### src/rtl/mdu_pkg.sv
// Shared definitions for the iterative multiply/divide unit.
package mdu_pkg;

    // Number of shift-add / restore-subtract iterations per operation.
    localparam int unsigned MDU_ITERS = 32;

    // Operation codes as presented on op_i.
    typedef enum logic [1:0] {
        MDU_OP_MUL   = 2'b00,
        MDU_OP_MULHU = 2'b01,
        MDU_OP_DIVU  = 2'b10,
        MDU_OP_REMU  = 2'b11
    } mdu_op_e;

    // Sequencer states.
    typedef enum logic [1:0] {
        MDU_IDLE = 2'b00,
        MDU_CALC = 2'b01,
        MDU_DONE = 2'b10
    } mdu_state_e;

endpackage

### src/rtl/mdu_step.sv
// One combinational iteration of the multiply/divide datapath.
// Multiply: acc holds {partial product high, remaining multiplier bits}.
// Divide:   acc[XLEN-1:0] holds {remaining dividend bits, quotient bits}.
module mdu_step
    import mdu_pkg::*;
#(
    parameter int unsigned XLEN = MDU_ITERS
) (
    input  mdu_op_e             op_i,
    input  logic [2*XLEN-1:0]   acc_i,
    input  logic [XLEN:0]       rem_i,
    input  logic [XLEN-1:0]     divisor_i,
    output logic [2*XLEN-1:0]   acc_o,
    output logic [XLEN:0]       rem_o
);

    logic [XLEN:0] sum;
    logic [XLEN:0] shifted;
    logic [XLEN:0] diff;

    // Shift-add for MUL/MULHU, restoring subtract for DIVU/REMU.
    always_comb begin
        acc_o   = acc_i;
        rem_o   = rem_i;
        sum     = '0;
        shifted = '0;
        diff    = '0;
        if (op_i == MDU_OP_DIVU || op_i == MDU_OP_REMU) begin
            shifted = {rem_i[XLEN-1:0], acc_i[XLEN-1]};
            diff    = shifted - {1'b0, divisor_i};
            if (shifted >= {1'b0, divisor_i}) begin
                rem_o = diff;
                acc_o = {acc_i[2*XLEN-1:XLEN], acc_i[XLEN-2:0], 1'b1};
            end else begin
                rem_o = shifted;
                acc_o = {acc_i[2*XLEN-1:XLEN], acc_i[XLEN-2:0], 1'b0};
            end
        end else begin
            sum   = {1'b0, acc_i[2*XLEN-1:XLEN]} + (acc_i[0] ? {1'b0, divisor_i} : '0);
            acc_o = {sum, acc_i[XLEN-1:1]};
        end
    end

endmodule

### src/rtl/mul_div_unit.sv
// Iterative unsigned multiply/divide unit with register-file writeback.
module mul_div_unit
    import mdu_pkg::*;
#(
    parameter int unsigned XLEN       = MDU_ITERS,
    parameter int unsigned REG_ADDR_W = 5
) (
    input  logic                  clk_i,
    input  logic                  reset_i,
    input  logic                  start_i,
    input  logic [1:0]            op_i,
    input  logic [XLEN-1:0]       rs1_i,
    input  logic [XLEN-1:0]       rs2_i,
    input  logic [REG_ADDR_W-1:0] rd_i,
    output logic                  busy_o,
    output logic [REG_ADDR_W-1:0] wR_o,
    output logic [XLEN-1:0]       wD_o,
    output logic                  WE_o
);

    localparam int unsigned CNT_W = $clog2(XLEN) + 1;

    mdu_state_e            state_q, state_d;
    logic [CNT_W-1:0]      cnt_q, cnt_d;
    mdu_op_e               op_q, op_d;
    logic [XLEN-1:0]       divisor_q, divisor_d;
    logic [REG_ADDR_W-1:0] rd_q, rd_d;
    logic [2*XLEN-1:0]     acc_q, acc_d;
    logic [XLEN:0]         rem_q, rem_d;
    logic [REG_ADDR_W-1:0] wr_q, wr_d;
    logic [XLEN-1:0]       wd_q, wd_d;
    logic                  we_q, we_d;

    logic [2*XLEN-1:0]     step_acc;
    logic [XLEN:0]         step_rem;
    logic [XLEN-1:0]       result;
    logic                  accept;

    mdu_step #(
        .XLEN (XLEN)
    ) u_step (
        .op_i      (op_q),
        .acc_i     (acc_q),
        .rem_i     (rem_q),
        .divisor_i (divisor_q),
        .acc_o     (step_acc),
        .rem_o     (step_rem)
    );

    // Select the final result word from the last iteration's outputs.
    always_comb begin
        result = '0;
        case (op_q)
            MDU_OP_MUL:   result = step_acc[XLEN-1:0];
            MDU_OP_MULHU: result = step_acc[2*XLEN-1:XLEN];
            MDU_OP_DIVU:  result = step_acc[XLEN-1:0];
            MDU_OP_REMU:  result = step_rem[XLEN-1:0];
        endcase
    end

    // Next-state, iteration and writeback logic.
    // A start seen in DONE is accepted on the edge that leaves DONE, so a
    // back-to-back request begins at E33 without an idle bubble.
    always_comb begin
        state_d   = state_q;
        cnt_d     = cnt_q;
        op_d      = op_q;
        divisor_d = divisor_q;
        rd_d      = rd_q;
        acc_d     = acc_q;
        rem_d     = rem_q;
        wr_d      = wr_q;
        wd_d      = wd_q;
        we_d      = 1'b0;
        accept    = 1'b0;
        case (state_q)
            MDU_IDLE: begin
                accept = start_i;
            end
            MDU_CALC: begin
                acc_d = step_acc;
                rem_d = step_rem;
                cnt_d = cnt_q + 1'b1;
                if (cnt_q == CNT_W'(XLEN - 1)) begin
                    state_d = MDU_DONE;
                    wd_d    = result;
                    wr_d    = rd_q;
                    we_d    = (rd_q != '0);
                end
            end
            MDU_DONE: begin
                state_d = MDU_IDLE;
                accept  = start_i;
            end
            default: begin
                state_d = MDU_IDLE;
            end
        endcase
        if (accept) begin
            state_d   = MDU_CALC;
            cnt_d     = '0;
            op_d      = mdu_op_e'(op_i);
            divisor_d = rs2_i;
            rd_d      = rd_i;
            acc_d     = {{XLEN{1'b0}}, rs1_i};
            rem_d     = '0;
        end
    end

    // State and output registers with synchronous reset.
    always_ff @(posedge clk_i) begin
        if (reset_i) begin
            state_q   <= MDU_IDLE;
            cnt_q     <= '0;
            op_q      <= MDU_OP_MUL;
            divisor_q <= '0;
            rd_q      <= '0;
            acc_q     <= '0;
            rem_q     <= '0;
            wr_q      <= '0;
            wd_q      <= '0;
            we_q      <= 1'b0;
        end else begin
            state_q   <= state_d;
            cnt_q     <= cnt_d;
            op_q      <= op_d;
            divisor_q <= divisor_d;
            rd_q      <= rd_d;
            acc_q     <= acc_d;
            rem_q     <= rem_d;
            wr_q      <= wr_d;
            wd_q      <= wd_d;
            we_q      <= we_d;
        end
    end

    assign busy_o = (state_q != MDU_IDLE);
    assign wR_o   = wr_q;
    assign wD_o   = wd_q;
    assign WE_o   = we_q;

endmodule

### config.mk
export PLATFORM = sky130hd
export DESIGN_NAME = mul_div_unit
export DESIGN_NICKNAME = d
export VERILOG_FILES = /design/src/rtl/mdu_pkg.sv /design/src/rtl/mdu_step.sv /design/src/rtl/mul_div_unit.sv
export SDC_FILE = /design/constraint.sdc
export NUM_CORES = 1
export LEC_CHECK = 0
export BUFFER_PORTS_ARGS = -buffer_cell sky130_fd_sc_hd__buf_2
export CORE_AREA = 5 5 144 146
export CTS_CLUSTER_SIZE = 14
export DETAILED_ROUTE_END_ITERATION = 7
export DIE_AREA = 0 0 149 151
export HOLD_SLACK_MARGIN = 0.03
export PLACE_DENSITY = 0.78
export SYNTH_ARGS = -nofsm -noshare
export SYNTH_HDL_FRONTEND = slang
export SYNTH_SLANG_ARGS = --single-unit
### constraint.sdc
create_clock -name clk_i -period 3.8 [get_ports clk_i]
set_input_delay 0.19 -clock clk_i [delete_from_list [all_inputs] [get_ports clk_i]]
set_output_delay 0.19 -clock clk_i [all_outputs]
set_load 0.005 [all_outputs]
-- Word level (Yosys, flattened, before mapping)
Cells that the tools add are included.
- equality and inequality tests: 9
- magnitude comparators: 1
- reductions and logical operators: 13
- $add $sub $neg: 3
- bitwise logic cells: 3
- mux-type cells: 12
- operators with widths (operator ; number):
    32-bit two-way mux ; 5
    32-bit one-hot mux with 3 select lines ; 1
    64-bit two-way mux ; 1
    32-bit by 32-bit adder with 33-bit output ; 1
    33-bit by 32-bit greater-or-equal comparator with 1-bit output ; 1
    32-bit subtractor ; 1
    6-bit by 1-bit adder with 6-bit output, second input constant ; 1
    2-bit == test, second input constant ; 3
    6-bit by 5-bit == test with 1-bit output, second input constant ; 1
    2-bit AND reduction ; 3
    2-bit OR reduction ; 3
    5-bit nonzero test ; 1
    2-bit by 1-bit == test with 1-bit output, second input constant ; 2
    2-bit logical NOT ; 2
    2-bit inequality test, second input constant ; 2
    2-bit one-hot mux with 2 select lines ; 1
    2-bit nonzero test ; 2
    1-bit two-way mux ; 3
    3-bit inequality test, second input constant ; 1
    1-bit NOT ; 3
    3-bit OR reduction ; 1
    2-bit two-way mux ; 1
    1-bit logical OR ; 1
- register bits: 181
- output and inout port bits: 39

-- Logic depth before layout (Yosys ltp)
Gate-level depths: netlist (run 1).
- word-level depth: 5
- mapped depth: 16

-- Modules after synthesis
A second synthesis (run 1) with hierarchy kept.
- cells, all modules: 1674
- area, all modules: 12597.1 um2
- modules (own cells, without submodules) (module ; instances ; area an instance (um2) ; cells an instance ; seq. area each (um2)):
    mul_div_unit ; 1 ; 7350.8 ; 881 ; 3643.5
    mdu_step ; 1 ; 5246.3 ; 793 ; 0.0

-- Least setup slack after synthesis (run 1)
OpenSTA, ideal clock, no wires.
- kind: reg-to-reg
- from: reg acc_q[0]
- to: reg wd_q[31], in the netlist wD_o[31]
- setup time: 0.142 ns
- setup slack: 0.582 ns
- clock period less this slack: 3.218 ns
- stages on the path, launching flop included: 15
- arrival time: 3.076 ns
- buffers on the path: 1
- path through: dfxtp_1 -> clkbuf_1 -> and2_1 -> ha_1 -> fa_1 -> a211oi_1 -> o211ai_1 -> nand2_1 -> a211oi_2 -> a31oi_1 -> o21ai_2 -> a31o_2 -> a221oi_1 -> a22o_1 -> a311oi_1
- word-level cells in the longest chain between the ends: 4
- ends and longest elaborated chain (what ; line ; source):
    from (decl) ; mul_div_unit.sv:28 ; logic [2*XLEN-1:0] acc_q, acc_d;
    from (signal assigned) ; mul_div_unit.sv:118 ; acc_q <= '0;
    from (signal assigned) ; mul_div_unit.sv:129 ; acc_q <= acc_d;
    32-bit two-way mux ; mdu_step.sv:39 ; sum = {1'b0, acc_i[2*XLEN-1:XLEN]} + (acc_i[0] ? {1'b0, divisor_i} : '0);
    32-bit by 32-bit adder with 33-bit output ; mdu_step.sv:39 ;
    64-bit two-way mux ; mdu_step.sv:28 ; if (op_i == MDU_OP_DIVU || op_i == MDU_OP_REMU) begin
    32-bit one-hot mux with 3 select lines ; mul_div_unit.sv:53 ; case (op_q)
    to (signal assigned) ; mul_div_unit.sv:132 ; wd_q <= wd_d;
    to (decl) ; mul_div_unit.sv:31 ; logic [XLEN-1:0] wd_q, wd_d;
Every way passes these cells.
A chain may end at the register's enable or synchronous reset.

-- Worst setup path after layout (run 1)
- from: reg acc_q[0]
- to: reg wd_q[27], in the netlist wD_o[27]
The elaborated chain is that of the path after synthesis.

==> qor.csv, run 1 <==
stage;metric;value;unit
status;run status;finished clean;
placed_design;post-detailed-placement half-perimeter wirelength;26.3;mm
clocking;cell at the root of the clock tree;sky130_fd_sc_hd__clkbuf_16;
logic_synthesis;Mapped Avg Cell Area;7.69;sq um
sta;time the worst path needs with I/O delays and setup;3.59;ns
critical_path;launch instance of the worst register-to-register path;acc_q[0]$_SDFFE_PP0P_;
drt;DRC;0;
sta;number of failing setup endpoints in the final timing report;0;
critical_path;WP data arrival;3.93;ns
critical_path;termination of the worst setup path;wD_o[27]$_SDFFE_PP0P_;
logic_synthesis;number of synthesis warnings;0;
drt;violation count after the first detailed-route iteration;1273;
pwr;Cell Pwr Density;363;nW/um^2
floorplan;Core ar.;19300;sq um
clocking;CTS clk-pin slew, worst paths;0.09;ns
hold_path;instance count along the most critical hold path;3;
critical_path;Worst Setup SP;acc_q[0]$_SDFFE_PP0P_;
clocking;Bufs on Longest Clock Path;2;
floorplan;width of the die;149;microns
critical_path;R2R Path End;wD_o[27]$_SDFFE_PP0P_;
logic_synthesis;area share of the largest cell type after synthesis;31.9;%
critical_path;most used cell, CP;sky130_fd_sc_hd__buf_4;
sta;worst clock skew;0.0160;ns
hold_path;path class of the lowest-slack min-delay path;in -> reg;
finish;proportion of layout cells with a drive suffix above 1;13.5;%
floorplan;count of boundary I/O pins;113;
critical_path;Worst path top cell family by delay;compound AO/OA/AOI/OAI gates;
grt;initial antenna violation count;0;
critical_path;Worst Path Max Fanout;17;
drt;Routed Wire Length;37.2;mm
logic_synthesis;proportion of synthesized flip-flops having asynchronous set or reset;0;%
drt;number of vias after detailed routing;11600;
placed_design;instance area at placement;12100;sq um
logic_synthesis;area leader, netlist;sky130_fd_sc_hd__dfxtp_1;
floorplan;Die Footprint;22500;sq um
logic_synthesis;syn nets;1617;
floorplan;row cnt;51;
sta;final worst-path cycle share;94.6;%
floorplan;height of the chip;151;microns
logic_synthesis;ranking of synthesized cells by area;sky130_fd_sc_hd__dfxtp_1, sky130_fd_sc_hd__a21oi_1, sky130_fd_sc_hd__nand2_1, sky130_fd_sc_hd__ha_1, sky130_fd_sc_hd__nor2_1;
drt;per-cell routed wire length;19.8;microns
critical_path;Buf/Inv on CP;3;
sta;worst max-slew margin expressed relative to the limit;26.3;%
critical_path;slack of the worst reg-to-reg path;0.21;ns
logic_synthesis;Syn Std Cell Area;11300;sq um
critical_path;Worst path slowest cell;sky130_fd_sc_hd__a211oi_2;
critical_path;critical path cell sequence;buf_4, buf_4, and2_1, ha_1, o21ai_0, o211ai_1, nand2_1, a211oi_2, a31oi_1, o21ai_2, buf_4, nand3_1, mux2i_1, a211oi_1, nor3_1;
drt;Routed Antenna Nets;0;
sta;count of final max-slew check failures;0;
clocking;total number of H-tree levels;4;
sta;setup tns final;0;ns
finish;antenna diode count;0;
sta;Hold Fails Final Rpt;0;
critical_path;Crit. path cell count;15;
placed_design;last weighted congestion value of the routability-driven placer;0.976;
grt;remaining global-route overflow;0;
critical_path;count of cells along the worst register-to-register path;15;
clocking;TritonCTS Sinks;181;
critical_path;crit path launch type;flop;
placed_design;count of buffers from port buffering;112;
logic_synthesis;count of mapped cells out of synthesis;1476;
finish;nets@finish;1746;
logic_synthesis;number of storage elements in the synthesis netlist;181;
sta;measured slew at the worst slew-check pin;1.10;ns
finish;filler instances;1606;
grt;maximum number of pins on one net before global-route repair;75;
finish;P&R area growth vs syn;17.6;%
drt;routed vias/inst;6.15;
logic_synthesis;sequential-to-total area share from yosys stat;31.9;%
logic_synthesis;Distinct cells, synth;83;
sta;unrepaired setup endpoints after global routing;no;
pwr;reported leakage power;5.63;nW
clocking;CTS tree;done;
grt;via count of the first global-routing pass;10900;
pwr;Peak VDD IR;0.297;mV
critical_path;critical setup path kind;reg -> reg;
critical_path;highest cell delay on the worst timing path;0.37;ns
job;maximum capacitance violations;0;
grt;global-route wire length before repair;58.0;mm
floorplan;effective utilization at floorplan;58.9;%
drt;iteration count of the initial detailed-routing pass;5;
critical_path;endpoint required time on the critical path;4.14;ns
critical_path;element type at the critical path end;flop;
clocking;clock latency on the worst-skew pair;0.45;ns
grt;GRT Total Usage;32.5;%
logic_synthesis;EDFF count, synth;0;
clocking;total clock buffers created by CTS;17;
logic_synthesis;Primary FF master, synth;sky130_fd_sc_hd__dfxtp_1;
finish;final instance area;13300;sq um
sta;maximum clock frequency;278;MHz
-- metrics by stage --
step,power (mW),util (%),std cells,setup WS [ns],hold WS (ns)
global route,5.01,69.3,1883,0.0172,0.0451
detailed placement,2.98,63.0,1792,0.184,0.437
finish,4.85,69.3,1883,0.206,0.0406
CTS,4.82,69.1,1880,0.167,0.0307
global placement,2.97,63.0,1792,0.231,0.429
floorplan,2.71,-,1476,0.582,0.326
-- synth_stat cells, types with 13 or more instances --
cell type,instances
sky130_fd_sc_hd__a21oi_1,185
sky130_fd_sc_hd__dfxtp_1,181
sky130_fd_sc_hd__nand2_1,235
sky130_fd_sc_hd__nor2_1,147
sky130_fd_sc_hd__xor2_1,25
sky130_fd_sc_hd__inv_1,49
sky130_fd_sc_hd__nor3_1,26
sky130_fd_sc_hd__o21ai_1,16
sky130_fd_sc_hd__a21o_1,24
sky130_fd_sc_hd__a31oi_1,13
sky130_fd_sc_hd__a211oi_1,26
sky130_fd_sc_hd__a221oi_1,19
sky130_fd_sc_hd__clkbuf_1,71
sky130_fd_sc_hd__nand3_1,21
sky130_fd_sc_hd__o21ai_0,52
sky130_fd_sc_hd__xnor2_1,31
sky130_fd_sc_hd__mux2i_1,46
sky130_fd_sc_hd__mux2_2,15
sky130_fd_sc_hd__and2_1,38
sky130_fd_sc_hd__a22oi_1,15
sky130_fd_sc_hd__ha_1,65
-- layout make-up --
class | count | area [sq um] | area share [%]
Clock buffer | 18 | 439 | 3.29
Multi-Input combinational cell | 1156 | 7210 | 54.0
Tap cell | 265 | 332 | 2.48
Timing Repair Buffer | 198 | 1360 | 10.2
Clock inverter | 14 | 185 | 1.39
Inverter | 51 | 191 | 1.43
Sequential cell | 181 | 3630 | 27.2
-- sequential cells by signal, summed over array words and instances (netlist names) --
register and count:
rd_q 5, cnt_q 6, divisor_q 32, op_q 2, WE_o 1, wD_o 32
acc_q 64, rem_q 32, state_q 2, wR_o 5
-- power by group --
part	leakage, nW	switching [mW]	total, mW	internal (mW)
combinational	3.85	0.613	1.01	0.393
clock	0.300	0.919	1.83	0.912
sequential	1.47	0.0591	2.01	1.96
total	5.63	1.59	4.85	3.26
-- timing repair --
action / in CTS / in global routing
endpoints found under the hold margin: 56 / 0
setup endpoints to repair: 0 / 6
resized for setup: 0 / 0
hold buffers: 56 / 0
setup buffers: 0 / 2
-- cell families (layout without fill, tap and decap cells) --
| kind of cell | after synthesis | after routing | share of synthesized area [%] |
|---|---|---|---|
| xor+xnor | 56 | 56 | 4.32 |
| simple gates | 533 | 533 | 20.7 |
| fa+ha+maj | 67 | 67 | 7.52 |
| mux | 65 | 65 | 6.04 |
| buf+inv | 140 | 281 | 4.90 |
| compound gates | 434 | 435 | 24.6 |
| flops | 181 | 181 | 31.9 |
-- worst min-delay path, cell delays in order --
cell                      delay (ns)
sky130_fd_sc_hd__buf_2          0.08
sky130_fd_sc_hd__a22oi_1        0.07
sky130_fd_sc_hd__a21oi_1        0.11
-- layer usage --
layer	wire, microns	GRT usage [%]	up-vias
met5	0	0	-
met4	1800	15.2	0
met3	3720	9.07	115
met2	16300	50.7	573
met1	15400	41.8	5420
li1	-	-	5477
-- cells in the final DEF, fill, tap and decap left out, drive strengths merged, types with 5 or more instances in the layout --
cell / synthesis / layout
nor2b: 11 / 11
dfxtp: 181 / 181
inv: 50 / 54
ha: 65 / 65
mux2: 18 / 18
or3: 8 / 8
clkbuf: 71 / 18
nand2: 236 / 236
and3: 6 / 6
o211ai: 11 / 11
a31oi: 14 / 14
and2: 38 / 38
o21a: 10 / 10
o21ai: 69 / 69
a21oi: 186 / 186
nand4: 10 / 10
clkinv: 1 / 11
a22oi: 15 / 15
nor2: 148 / 148
a221oi: 20 / 20
xnor2: 31 / 31
a22o: 6 / 6
xor2: 25 / 25
nor3: 27 / 27
mux2i: 46 / 46
o22ai: 5 / 5
buf: 18 / 142
a211oi: 27 / 27
nand2b: 10 / 10
nand3: 21 / 21
dlygate4sd3: 0 / 56
a21o: 24 / 24
-- how the worst min path moves through the flow --
| stage | start | endpoint | slack [ns] |
|---|---|---|---|
| global placement | rs2_i[28] | divisor_q[28]$_SDFFE_PP0P_ | 0.43 |
| detailed placement | rs2_i[9] | divisor_q[9]$_SDFFE_PP0P_ | 0.44 |
| finish | rs1_i[25] | acc_q[25]$_SDFFE_PP0P_ | 0.04 |
| floorplan | rs2_i[10] | divisor_q[10]$_SDFFE_PP0P_ | 0.33 |
| CTS | rs1_i[17] | acc_q[17]$_SDFFE_PP0P_ | 0.03 |
| global route | rs1_i[12] | acc_q[12]$_SDFFE_PP0P_ | 0.05 |
No activity file was read; power rests on OpenSTA's default activity.
==> run 2: changes to the inputs <==
--- a/config.mk
+++ b/config.mk
@@ -6,10 +6,10 @@
 export NUM_CORES = 1
 export LEC_CHECK = 0
 export BUFFER_PORTS_ARGS = -buffer_cell sky130_fd_sc_hd__buf_2
-export CORE_AREA = 5 5 144 146
+export CORE_AREA = 5 5 160 131
 export CTS_CLUSTER_SIZE = 14
 export DETAILED_ROUTE_END_ITERATION = 7
-export DIE_AREA = 0 0 149 151
+export DIE_AREA = 0 0 165 136
 export HOLD_SLACK_MARGIN = 0.03
 export PLACE_DENSITY = 0.78
 export SYNTH_ARGS = -nofsm -noshare
==> qor.csv, run 2 (same netlist as run 1, synthesis figures left out) <==
stage;metric;value;unit;change
grt;GR met1 Demand/Resource;45.4;%;was 41.8%
clocking;total number of H-tree levels;4;;unchanged
clocking;CTS clk-pin slew, worst paths;0.08;ns;was 0.09 ns
grt;met3 demand-to-capacity share in global routing;8.79;%;was 9.07%
finish;most used cells in the layout excluding fill and tap cells;sky130_fd_sc_hd__nand2_1, sky130_fd_sc_hd__a21oi_1, sky130_fd_sc_hd__dfxtp_1;;unchanged
grt;GRT Total Usage;33.9;%;was 32.5%
finish;area of the multi-input gates;7210;sq um;about the same
sta;maximum clock frequency;278;MHz;about the same
sta;count of final max-slew check failures;0;;unchanged
drt;routed vias/inst;6.17;;was 6.15
finish;filler instances;1629;;was 1606
critical_path;endpoint required time on the critical path;4.12;ns;was 4.14 ns
critical_path;highest cell delay on the worst timing path;0.65;ns;was 0.37 ns
finish;proportion of layout cells with a drive suffix above 1;13.4;%;was 13.5%
finish;antenna diode count;0;;unchanged
grt;initial antenna violation count;1;;was 0
finish;max reg flops;64;;unchanged
status;run status;finished clean;;unchanged
clocking;Bufs on Longest Clock Path;2;;unchanged
drt;DRC;0;;unchanged
sta;measured slew at the worst slew-check pin;1.03;ns;was 1.10 ns
finish;nets@finish;1744;;was 1746
grt;via count of the first global-routing pass;10800;;was 10.9k
floorplan;width of the die;165;microns;was 149 microns
critical_path;Worst path top cell family by delay;compound AO/OA/AOI/OAI gates;;unchanged
placed_design;count of buffers from port buffering;112;;unchanged
sta;setup tns final;0;ns;unchanged
sta;unrepaired setup endpoints after global routing;no;;unchanged
floorplan;row cnt;46;;was 51
grt;global-route wire length before repair;59.2;mm;was 58.0 mm
floorplan;Die Footprint;22400;sq um;was 22500 sq um
placed_design;post-detailed-placement half-perimeter wirelength;27.4;mm;was 26.3 mm
placed_design;last weighted congestion value of the routability-driven placer;1.02;;was 0.976
critical_path;element type at the critical path end;flop;;unchanged
critical_path;critical setup path kind;reg -> reg;;unchanged
finish;top register by number of flip-flops;acc_q;;unchanged
drt;number of vias after detailed routing;11600;;about the same
critical_path;Worst path slowest cell;sky130_fd_sc_hd__o2111a_2;;was sky130_fd_sc_hd__a211oi_2
critical_path;critical path cell sequence;inv_1, ha_1, a21o_1, or3_1, o211ai_2, o31a_1, o2111a_2, buf_4, mux2i_1, a21oi_1, a22oi_1, nor2_1;;was buf_4, buf_4, and2_1, ha_1, o21ai_0, o211ai_1, nand2_1, a211oi_2, a31oi_1, o21ai_2, buf_4, nand3_1, mux2i_1, a211oi_1, nor3_1
critical_path;Buf/Inv on CP;2;;was 3
critical_path;WP data arrival;3.92;ns;was 3.93 ns
drt;iteration count of the initial detailed-routing pass;7;;was 5
drt;violation count after the first detailed-route iteration;1242;;was 1273
clocking;total clock buffers created by CTS;17;;unchanged
drt;per-cell routed wire length;20.5;microns;was 19.8 microns
sta;worst clock skew;0.0201;ns;was 0.0160 ns
floorplan;count of boundary I/O pins;113;;unchanged
critical_path;Worst Setup SP;divisor_q[6]$_SDFFE_PP0P_;;was acc_q[0]$_SDFFE_PP0P_
pwr;Cell Pwr Density;365;nW/um^2;was 363 nW/um^2
sta;Hold Fails Final Rpt;0;;unchanged
grt;GR Layer Usage met2;51.7;%;was 50.7%
finish;P&R area growth vs syn;17.6;%;about the same
sta;final worst-path cycle share;94.6;%;about the same
grt;routing layer with the top usage in global route;met2;;unchanged
drt;Routed Wire Length;38.5;mm;was 37.2 mm
clocking;CTS tree;done;;unchanged
pwr;reported leakage power;5.62;nW;was 5.63 nW
clocking;clock latency on the worst-skew pair;0.47;ns;was 0.45 ns
sta;worst max-slew margin expressed relative to the limit;31.3;%;was 26.3%
floorplan;effective utilization at floorplan;58.7;%;was 58.9%
critical_path;launch instance of the worst register-to-register path;divisor_q[6]$_SDFFE_PP0P_;;was acc_q[0]$_SDFFE_PP0P_
sta;time the worst path needs with I/O delays and setup;3.60;ns;was 3.59 ns
clocking;TritonCTS Sinks;181;;unchanged
sta;number of failing setup endpoints in the final timing report;0;;unchanged
finish;final core utilization;69.0;%;was 69.3%
floorplan;height of the chip;136;microns;was 151 microns
grt;maximum number of pins on one net before global-route repair;60;;was 75
critical_path;crit path launch type;flop;;unchanged
drt;Routed Antenna Nets;0;;unchanged
job;maximum capacitance violations;0;;unchanged
hold_path;path class of the lowest-slack min-delay path;in -> reg;;unchanged
hold_path;origin of the worst min-delay path;rs1_i[18];;was rs1_i[25]
clocking;cell at the root of the clock tree;sky130_fd_sc_hd__clkbuf_16;;unchanged
finish;Sequential Area;3630;sq um;unchanged
pwr;Peak VDD IR;0.258;mV;was 0.297 mV
grt;remaining global-route overflow;0;;unchanged
floorplan;Core ar.;19300;sq um;about the same
finish;most common cell after layout, fill and taps aside;sky130_fd_sc_hd__nand2_1;;unchanged
critical_path;Worst Path Max Fanout;24;;was 17
[run 2: path summary, 6_finish.rpt]
kind,to,slack [ns],depth (start not counted)
setup / recovery,wD_o[20]$_SDFFE_PP0P_,0.20,12
hold / removal,acc_q[18]$_SDFFE_PP0P_,0.03,3
setup reg to reg,wD_o[20]$_SDFFE_PP0P_,0.20,12
hold reg to reg,wR_o[1]$_SDFFE_PP0P_,0.46,2
[run 2: layout make-up]
cell class              count  share of cell area [%]
clock buffers              17                    3.19
clock inverters            15                    1.47
flip-flops and latches    181                    27.2
repair buffers            197                    10.3
well taps                 264                    2.47
inverters                  51                    1.43
multi-input cells        1155                    54.0
[run 2: per-layer routing]
metal	vias up	share of wire, %
li1	5460	-
met2	610	43
met3	108	10
met1	5414	42
met5	-	0.034
met4	2	4.2
[run 2: timing repair]
| item | 4_1_cts | 5_1_grt |
|---|---|---|
| endpoints found under the hold margin | 58 | 0 |
| endpoints found under the setup margin | 0 | 1 |
| setup buffers | 0 | 0 |
| resized for setup | 0 | 1 |
| hold buffers | 58 | 0 |
[run 2: power by group]
| group | internal, mW | total [mW] | switching [mW] |
|---|---|---|---|
| Combinational | 0.393 | 0.992 | 0.599 |
| Sequential | 1.96 | 2.01 | 0.0571 |
| Clock | 0.903 | 1.87 | 0.966 |
| Total | 3.25 | 4.87 | 1.62 |
[run 2: metrics by stage]
step                hold WS [ns]  power, mW  setup slack (ns)  cells  area [sq um]
finish                    0.0345       4.87             0.204   1880         13300
global route              0.0456       5.03            0.0453   1880         13300
CTS                       0.0314       4.84             0.269   1880         13300
detailed placement         0.434       2.97             0.274   1790         12100
global placement           0.431       2.95             0.353   1790         12100
floorplan                  0.326       2.71             0.582   1476         11300
[run 2: worst register-to-register path, cell delays in order (launching register included)]
cell                       delay [ns]
sky130_fd_sc_hd__dfxtp_1         0.36
sky130_fd_sc_hd__inv_1           0.05
sky130_fd_sc_hd__ha_1            0.36
sky130_fd_sc_hd__a21o_1          0.26
sky130_fd_sc_hd__or3_1           0.35
sky130_fd_sc_hd__o211ai_2        0.22
sky130_fd_sc_hd__o31a_1          0.24
sky130_fd_sc_hd__o2111a_2        0.65
sky130_fd_sc_hd__buf_4           0.34
sky130_fd_sc_hd__mux2i_1         0.29
sky130_fd_sc_hd__a21oi_1         0.10
sky130_fd_sc_hd__a22oi_1         0.19
sky130_fd_sc_hd__nor2_1          0.06
